$ cat config.mk
export PLATFORM = sky130hd
export DESIGN_NAME = if_fetch_stage_flat
export DESIGN_NICKNAME = d
export VERILOG_FILES = /design/src/rtl/if_fetch_stage_pkg.sv /design/src/rtl/if_fetch_stage_if.sv /design/src/rtl/if_fetch_stage.sv /design/src/flat_wrapper.sv
export SDC_FILE = /design/constraint.sdc
export NUM_CORES = 1
export LEC_CHECK = 0
export CAP_MARGIN = 20
export CORE_MARGIN = 2
export CORE_UTILIZATION = 53
export DETAILED_ROUTE_END_ITERATION = 10
export GPL_TIMING_DRIVEN = 0
export PLACE_DENSITY = 0.86
export SYNTH_ARGS = -nofsm -noshare
export SYNTH_HDL_FRONTEND = slang
export SYNTH_SLANG_ARGS = --single-unit
$ cat constraint.sdc
create_clock -name clk -period 3.3 [get_ports clk]
set_clock_uncertainty 0.1 [all_clocks]
set_input_delay 0.495 -clock clk [delete_from_list [all_inputs] [get_ports clk]]
set_output_delay 0.495 -clock clk [all_outputs]
set_load 0.1 [all_outputs]
$ cat src/rtl/if_fetch_stage_pkg.sv
// Shared definitions for the instruction-fetch stage: widths, reset PC, FSM encoding, buffer payload.
package if_fetch_stage_pkg;

  localparam int unsigned ADDR_W = 32;
  localparam int unsigned DATA_W = 32;

  localparam logic [ADDR_W-1:0] RESET_PC = 32'h0000_3000;

  // ST_FETCH = 1'b0, ST_FULL = 1'b1
  typedef enum logic {
    ST_FETCH = 1'b0,
    ST_FULL  = 1'b1
  } fetch_state_e;

  // Instruction held for decode
  typedef struct packed {
    logic [ADDR_W-1:0] pc;
    logic [DATA_W-1:0] instr;
    logic              adel;
  } fetch_buf_t;

  // Word fetch address must be 4-byte aligned
  function automatic logic is_misaligned(input logic [ADDR_W-1:0] addr);
    return addr[1:0] != 2'b00;
  endfunction

endpackage

$ cat src/rtl/if_fetch_stage_if.sv
// Bundle of redirect, instruction-memory and decode handshake signals around the fetch stage.
interface if_fetch_stage_if;
  import if_fetch_stage_pkg::*;

  logic              redirect_valid;
  logic [ADDR_W-1:0] redirect_pc;

  logic              imem_req;
  logic [ADDR_W-1:0] imem_addr;
  logic              imem_ack;
  logic [DATA_W-1:0] imem_rdata;

  logic              if_valid;
  logic [ADDR_W-1:0] if_pc;
  logic [DATA_W-1:0] if_instr;
  logic              if_adel;
  logic              id_ready;

  // Fetch stage side
  modport master (
    input  redirect_valid, redirect_pc, imem_ack, imem_rdata, id_ready,
    output imem_req, imem_addr, if_valid, if_pc, if_instr, if_adel
  );

  // Environment side: next-PC logic, instruction memory, decode
  modport slave (
    output redirect_valid, redirect_pc, imem_ack, imem_rdata, id_ready,
    input  imem_req, imem_addr, if_valid, if_pc, if_instr, if_adel
  );

endinterface

$ cat src/rtl/if_fetch_stage.sv
// Instruction-fetch stage: PC register, req/ack memory fetch, one-entry decode buffer, redirect handling.
module if_fetch_stage #(
  parameter logic [if_fetch_stage_pkg::ADDR_W-1:0] RESET_PC = if_fetch_stage_pkg::RESET_PC
) (
  input  logic              clk,
  input  logic              reset,
  if_fetch_stage_if.master  bus
);
  import if_fetch_stage_pkg::*;

  fetch_state_e      state_q;
  logic [ADDR_W-1:0] pc_q;
  logic [ADDR_W-1:0] pending_pc_q;
  logic              drop_q;
  logic              armed_q;
  logic              valid_q;
  fetch_buf_t        buf_q;
  logic              req_c;
  logic              ack_c;

  // Request only from registered state so redirect/id_ready never reach imem_req combinationally;
  // armed_q keeps the request low while reset is held.
  assign req_c = (state_q == ST_FETCH) && armed_q && !is_misaligned(pc_q);
  assign ack_c = req_c && bus.imem_ack;

  assign bus.imem_req  = req_c;
  assign bus.imem_addr = {pc_q[ADDR_W-1:2], 2'b00};
  assign bus.if_valid  = valid_q;
  assign bus.if_pc     = buf_q.pc;
  assign bus.if_instr  = buf_q.instr;
  assign bus.if_adel   = buf_q.adel;

  // FSM, PC, pending redirect and decode buffer
  always_ff @(posedge clk or negedge reset) begin
    if (!reset) begin
      state_q      <= ST_FETCH;
      pc_q         <= RESET_PC;
      pending_pc_q <= RESET_PC;
      drop_q       <= 1'b0;
      armed_q      <= 1'b0;
      valid_q      <= 1'b0;
      buf_q        <= '{pc: RESET_PC, instr: '0, adel: 1'b0};
    end else begin
      armed_q <= 1'b1;
      unique case (state_q)
        ST_FETCH: begin
          if (bus.redirect_valid) begin
            if (req_c && !bus.imem_ack) begin
              // Outstanding request cannot be withdrawn; discard its response later
              drop_q       <= 1'b1;
              pending_pc_q <= bus.redirect_pc;
            end else begin
              // Response (if any) this cycle is discarded; newest target wins
              pc_q   <= bus.redirect_pc;
              drop_q <= 1'b0;
            end
          end else if (ack_c) begin
            if (drop_q) begin
              pc_q   <= pending_pc_q;
              drop_q <= 1'b0;
            end else begin
              buf_q   <= '{pc: pc_q, instr: bus.imem_rdata, adel: 1'b0};
              valid_q <= 1'b1;
              pc_q    <= ADDR_W'(pc_q + ADDR_W'(4));
              state_q <= ST_FULL;
            end
          end else if (is_misaligned(pc_q)) begin
            // Misaligned PC: hand decode an address-error bubble without touching memory
            buf_q   <= '{pc: pc_q, instr: '0, adel: 1'b1};
            valid_q <= 1'b1;
            state_q <= ST_FULL;
          end
        end
        ST_FULL: begin
          if (bus.redirect_valid) begin
            valid_q <= 1'b0;
            pc_q    <= bus.redirect_pc;
            state_q <= ST_FETCH;
          end else if (valid_q && bus.id_ready) begin
            valid_q <= 1'b0;
            state_q <= ST_FETCH;
          end
        end
        default: state_q <= ST_FETCH;
      endcase
    end
  end

endmodule
$ cat src/flat_wrapper.sv
// flat-port wrapper written by rule: the top's interface ports become plain ports
module if_fetch_stage_flat import if_fetch_stage_pkg::*;
#(
  parameter logic [if_fetch_stage_pkg::ADDR_W-1:0] RESET_PC = if_fetch_stage_pkg::RESET_PC
)
  (clk, reset, bus_redirect_valid, bus_redirect_pc, bus_imem_ack, bus_imem_rdata, bus_id_ready, bus_imem_req, bus_imem_addr, bus_if_valid, bus_if_pc, bus_if_instr, bus_if_adel);
  if_fetch_stage_if bus_i ();
  input  logic clk;
  input  logic reset;
  input wire logic [$bits(bus_i.redirect_valid)-1:0] bus_redirect_valid;
  input wire logic [$bits(bus_i.redirect_pc)-1:0] bus_redirect_pc;
  input wire logic [$bits(bus_i.imem_ack)-1:0] bus_imem_ack;
  input wire logic [$bits(bus_i.imem_rdata)-1:0] bus_imem_rdata;
  input wire logic [$bits(bus_i.id_ready)-1:0] bus_id_ready;
  output wire logic [$bits(bus_i.imem_req)-1:0] bus_imem_req;
  output wire logic [$bits(bus_i.imem_addr)-1:0] bus_imem_addr;
  output wire logic [$bits(bus_i.if_valid)-1:0] bus_if_valid;
  output wire logic [$bits(bus_i.if_pc)-1:0] bus_if_pc;
  output wire logic [$bits(bus_i.if_instr)-1:0] bus_if_instr;
  output wire logic [$bits(bus_i.if_adel)-1:0] bus_if_adel;
  assign bus_i.redirect_valid = bus_redirect_valid;
  assign bus_i.redirect_pc = bus_redirect_pc;
  assign bus_i.imem_ack = bus_imem_ack;
  assign bus_i.imem_rdata = bus_imem_rdata;
  assign bus_i.id_ready = bus_id_ready;
  assign bus_imem_req = bus_i.imem_req;
  assign bus_imem_addr = bus_i.imem_addr;
  assign bus_if_valid = bus_i.if_valid;
  assign bus_if_pc = bus_i.if_pc;
  assign bus_if_instr = bus_i.if_instr;
  assign bus_if_adel = bus_i.if_adel;
  if_fetch_stage #(.RESET_PC(RESET_PC)) u_core (.clk(clk), .reset(reset), .bus(bus_i));
endmodule
## Word-level counts from Yosys, hierarchy flattened

Cells that the tools add are included.

| word-level totals | value |
|---|---|
| register bits | 133 |
| logic and storage cells | 61 |
| bits of input ports | 69 |

| cells by class | value |
|---|---|
| reductions and logical operators | 15 |
| eq/ne operators | 8 |
| bitwise operators | 2 |
| mux-type cells | 26 |
| $add $sub $neg | 1 |

Operators by type and width:

| operator | count |
|---|---|
| 2-to-1 mux 65 bit | 3 |
| 2-to-1 mux 32 bit | 5 |
| one-hot mux 32 bit (2 select lines) | 1 |
| adder 32 x 3 -> 32 bit (second input constant) | 1 |
| 2-to-1 mux 1 bit | 15 |
| != test 3 bit (second input constant) | 3 |
| AND reduction 4 bit | 2 |
| != test 2 bit (second input constant) | 3 |
| != test 3 x 2 -> 1 bit (second input constant) | 2 |
| AND reduction 3 bit | 2 |
| nonzero test 2 bit | 3 |
| logical AND 1 bit | 5 |
| one-hot mux 1 bit (2 select lines) | 2 |
| zero test 1 bit | 2 |
| NOT 1 bit | 2 |
| AND reduction 2 bit | 1 |

## Logic depth before layout (Yosys ltp)

| depth | value |
|---|---|
| word-level depth | 7 |
| depth in mapped cells | 8 |

## Worst setup path after synthesis

OpenSTA, ideal clock, no wires.

| path | value |
|---|---|
| path type | flip-flop to flip-flop |
| start point | register u_core.state_q |
| end point | register u_core.pending_pc_q[10] |
| stages on the path, launching flop included | 8 |
| slack | 0.396 ns |
| buffers on the path | 3 |
| arrival time | 2.677 ns |
| clock period less this slack | 2.904 ns |
| required time | 3.073 ns |
| path through | dfrtp_1 buf_2 nor4b_4 nand2_1 or2_1 buf_2 buf_6 mux2_1 |

| on the way | value |
|---|---|
| word-level cells in the longest chain between the ends | 5 |

RTL lines:

| item | RTL line | source |
|---|---|---|
| start, declared | if_fetch_stage.sv:11 | `fetch_state_e state_q;` |
| start signal, assigned | if_fetch_stage.sv:36 | `state_q <= ST_FETCH;` |
| start signal, assigned | if_fetch_stage.sv:65 | `state_q <= ST_FULL;` |
| start signal, assigned | if_fetch_stage.sv:71 | `state_q <= ST_FULL;` |
| NOT 1 bit (no line) | -- |  |
| logical AND 1 bit (2 in a row) | if_fetch_stage.sv:23 | `assign req_c = (state_q == ST_FETCH) && armed_q && !is_misaligned(pc_q);` |
| net bus_imem_req | flat_wrapper.sv:15 | `output wire logic [$bits(bus_i.imem_req)-1:0] bus_imem_req;` |
| logical AND 1 bit | if_fetch_stage.sv:48 | `if (req_c && !bus.imem_ack) begin` |
| AND reduction 3 bit (no line) | -- |  |
| end signal, assigned | if_fetch_stage.sv:51 | `pending_pc_q <= bus.redirect_pc;` |
| end, declared | if_fetch_stage.sv:13 | `logic [ADDR_W-1:0] pending_pc_q;` |

The timed path passes the listed nets, and every way through them passes these cells.
A chain may end at the register's enable or synchronous reset.

## Worst setup path in the final report

| path | value |
|---|---|
| start point | register u_core.state_q |
| end point | output bus_imem_req |

| on the way | value |
|---|---|
| word-level cells in the longest chain between the ends | 3 |

RTL lines:

| item | RTL line |
|---|---|
| NOT 1 bit (no line) | -- |
| logical AND 1 bit (2 in a row) | if_fetch_stage.sv:23 |
| end, declared | flat_wrapper.sv:15 |

Every way passes these cells.

==> results.toml <==
[power]
leakage_nw = 3.84
switching_power_w = 0.00470
p_per_area_nw_per_um2 = 1070
p_sw_frac = 0.499
p_int_w = 0.00472
p_clk_frac = 0.185
comb_power_share = 0.533
peakVddDrop_mv = 0.751
seqPwrFrac = 0.282

[layout]
final_cell_mix = "164 x clkdlybuf4s50_1, 127 x dfrtp_1, 45 x mux2_1, 34 x a22o_1, 33 x buf_4"
nets = 813
num_antenna_cells = 0
syn2layout_area_growth_pct = 37.9
final_core_util = 0.740
post-route-cell-area_sq_um = 8810
final_common_cell = "clkdlybuf4s50_1"
drive_gt1_frac = 0.152

[worst_setup_path]
path_cells = "buf_2 > nor4b_4 > clkdlybuf4s50_1"
critical_path_arrival_ns = 2.60
crit_path_max_fanout = 10
slowest_delay_ns = 1.21
worst_ep_required_time_ns = 2.70
criticalPathCategory = "reg2out"
start_kind = "flop"
cp_slowest_cell = "clkdlybuf4s50_1"
crit_path_end_kind = "output port"

[clock_network]
cts_buffer_depth = 2
path_clk_slew_ns = 0.05
cts_tree = "done"
root_buffer = "clkbuf_16"
cts_made_buffers = 17
cts_resized = 0
cts-htree-levels = 4
worstSkewPairLatency_ns = 0.43
cts_sinks = 133

[logic_synthesis]
syn_area_per_cell_sq_um = 11.5
ys_warn_count = 0
synth_cell_type_count = 59
synth_xor_area_frac = 0.0274
synth_edf_count = 0
synth-adder-area-share = 0.00196
synth_ff_type = "dfrtp_1"
netlist_area_sq_um = 6390
synth_compound_area_frac = 0.146
yosys.area_share.simple = 0.111
syn_inst = 556
yosys.area.top_type = "dfrtp_1"
ys_seq_elements = 133
synth_top_family_by_area = "compound AO/OA/AOI/OAI gates"
synth_area_leaders = "dfrtp_1 50%, mux2_1 7.9%, a22o_1 4.7%, buf_4 3.9%, mux2_2 3.0%"
muxShareOfSynthArea = 0.119
synth_seq_area_share = 0.522
synth_top_area_frac = 0.497
synth-async-reset-ratio = 1.00

[sta]
period_needed_ns = 3.20
worst-slew-pin-transition_ns = 1.03
finalCritPeriodShare = 0.969
fmax_mhz = 313
drv_slew = 0
fin_ws_ns = 0.104
setup_viol = 0
finalHoldViolations = 0
fin_setup_tns_ns = 0
timing.slew.headroom = 0.310
rsz0062_at_grt = "false"

[place]
portBuffers = 165
gp_routability_congestion = 0.888
pre_cts_ws_ns = 0.351
dp_hpwl_mm = 12.7
dpl-instance-area_sq_um = 8260

[grt]
grt_max_degree = 100
gr-total-overflow = 0
grt_pass1_wl_mm = 28.1
grtUsageTotal = 0.282
antenna_found_initial = 0
grt_pass1_vias = 5407

[detailed_routing]
firstDrtPassIters = 5
drc = 0
vias_per_cell = 5.94
via_count = 5366
wirelength_mm = 17.9
drt_iter0_drc = 438
antenna_left = 0
wl_per_cell_um = 19.8

[floorplan]
io_pins = 168
start_util = 0.537
rows = 40
fp.dieW_um = 114
dieArea_sq_um = 13000
die_height_um = 114
core_area_sq_um = 11900

[status]
status = "finished, final reports clean"

[worst_hold_path]
hold_class = "reg2reg"

[flow_run]
drv.max_cap_violation_count = 0
path summary, 6_finish.rpt:
check | startpoint | endpoint | depth (start not counted) | slack (ns)
worst min register to register | u_core.bus.if_pc[16] | u_core.bus.if_pc[16] | 1 | 0.39
max in group asynchronous | reset | u_core.bus.if_instr[18] | 3 | 1.90
worst max-delay path | u_core.state_q | bus_imem_req | 3 | 0.10
worst min-delay path | u_core.bus.if_pc[16] | u_core.bus.if_pc[16] | 1 | 0.39
worst max register to register | u_core.state_q | u_core.pc_q[22] | 6 | 0.75
min in group asynchronous | reset | u_core.bus.if_pc[8] | 2 | 0.42
registers in the layout, indices dropped and copies added, names as in the netlist:
signal	cells
u_core.armed_q	1
u_core.pending_pc_q	32
u_core.pc_q	32
u_core.bus.if_instr	32
u_core.bus.if_valid	1
u_core.state_q	1
u_core.bus.if_pc	32
u_core.bus.if_adel	1
u_core.drop_q	1
cells in the mapped netlist (4+ instances only):
cell type,n
a21oi_1,29
a221oi_1,9
a22o_1,34
and3_1,15
and4_1,4
buf_2,15
buf_4,33
buf_6,5
clkbuf_1,16
dfrtp_1,127
dfstp_2,6
inv_1,5
mux2_1,45
mux2_2,17
mux2i_1,6
nand2_1,32
nand3_1,14
nand4_1,12
nor2_1,24
nor3_1,5
o211ai_1,6
o21ai_0,22
o21ai_1,7
o22ai_1,7
xnor2_1,10
xor2_1,10
per-stage QoR:
step           total power (W)  std cells  hold WS (ns)
6_report               0.00942        903         0.388
5_1_grt                0.00977        903         0.405
4_1_cts                0.00942        903         0.393
3_5_place_dp           0.00766        870         0.304
3_3_place_gp           0.00753        869         0.370
2_1_floorplan          0.00642        557        0.0994
cells by family after synthesis:
group | Yosys count
compound gates | 133
flops | 133
simple gates | 125
buf+inv | 74
mux | 68
xor+xnor | 20
other cells | 2
fa+ha+maj | 1
power groups by stage:
stage               Combinational [W]  Clock (W)  Sequential, W
finish                        0.00502    0.00174        0.00266
global route                  0.00520    0.00184        0.00272
CTS                           0.00502    0.00175        0.00265
detailed placement            0.00499          0        0.00267
global placement              0.00491          0        0.00262
floorplan                     0.00221          0        0.00421
layout make-up:
class | instances | area [sq um]
sequential | 133 | 3340
tap | 147 | 184
clock buffer | 27 | 493
timing repair buffer | 167 | 1690
clock inverter | 5 | 50.0
inverter | 5 | 18.8
buffer | 69 | 439
multi-input combinational | 350 | 2600
fill | 845 | 3100
per-layer routing:
layer,share of wire,vias to the layer above,global-route usage,routed length (um)
met5,0,-,0,0
met4,0.035,0,0.133,626
met3,0.069,60,0.0606,1230
met2,0.50,279,0.459,8990
met1,0.39,2651,0.363,7040
li1,-,2376,-,-
what timing repair did:
| item | in CTS | in global routing |
|---|---|---|
| hold endpoints to repair | 32 | 0 |
| setup buffers | 0 | 0 |
| hold buffers | 1 | 0 |
worst max-delay path: cells and delay by family (launching register included):
family	cells	cell delay (ns)
flip-flops	1	0.35
AND/OR/NAND/NOR	1	0.43
buffers and inverters	2	1.39
Note: power is estimated with default switching activity, not from simulation.
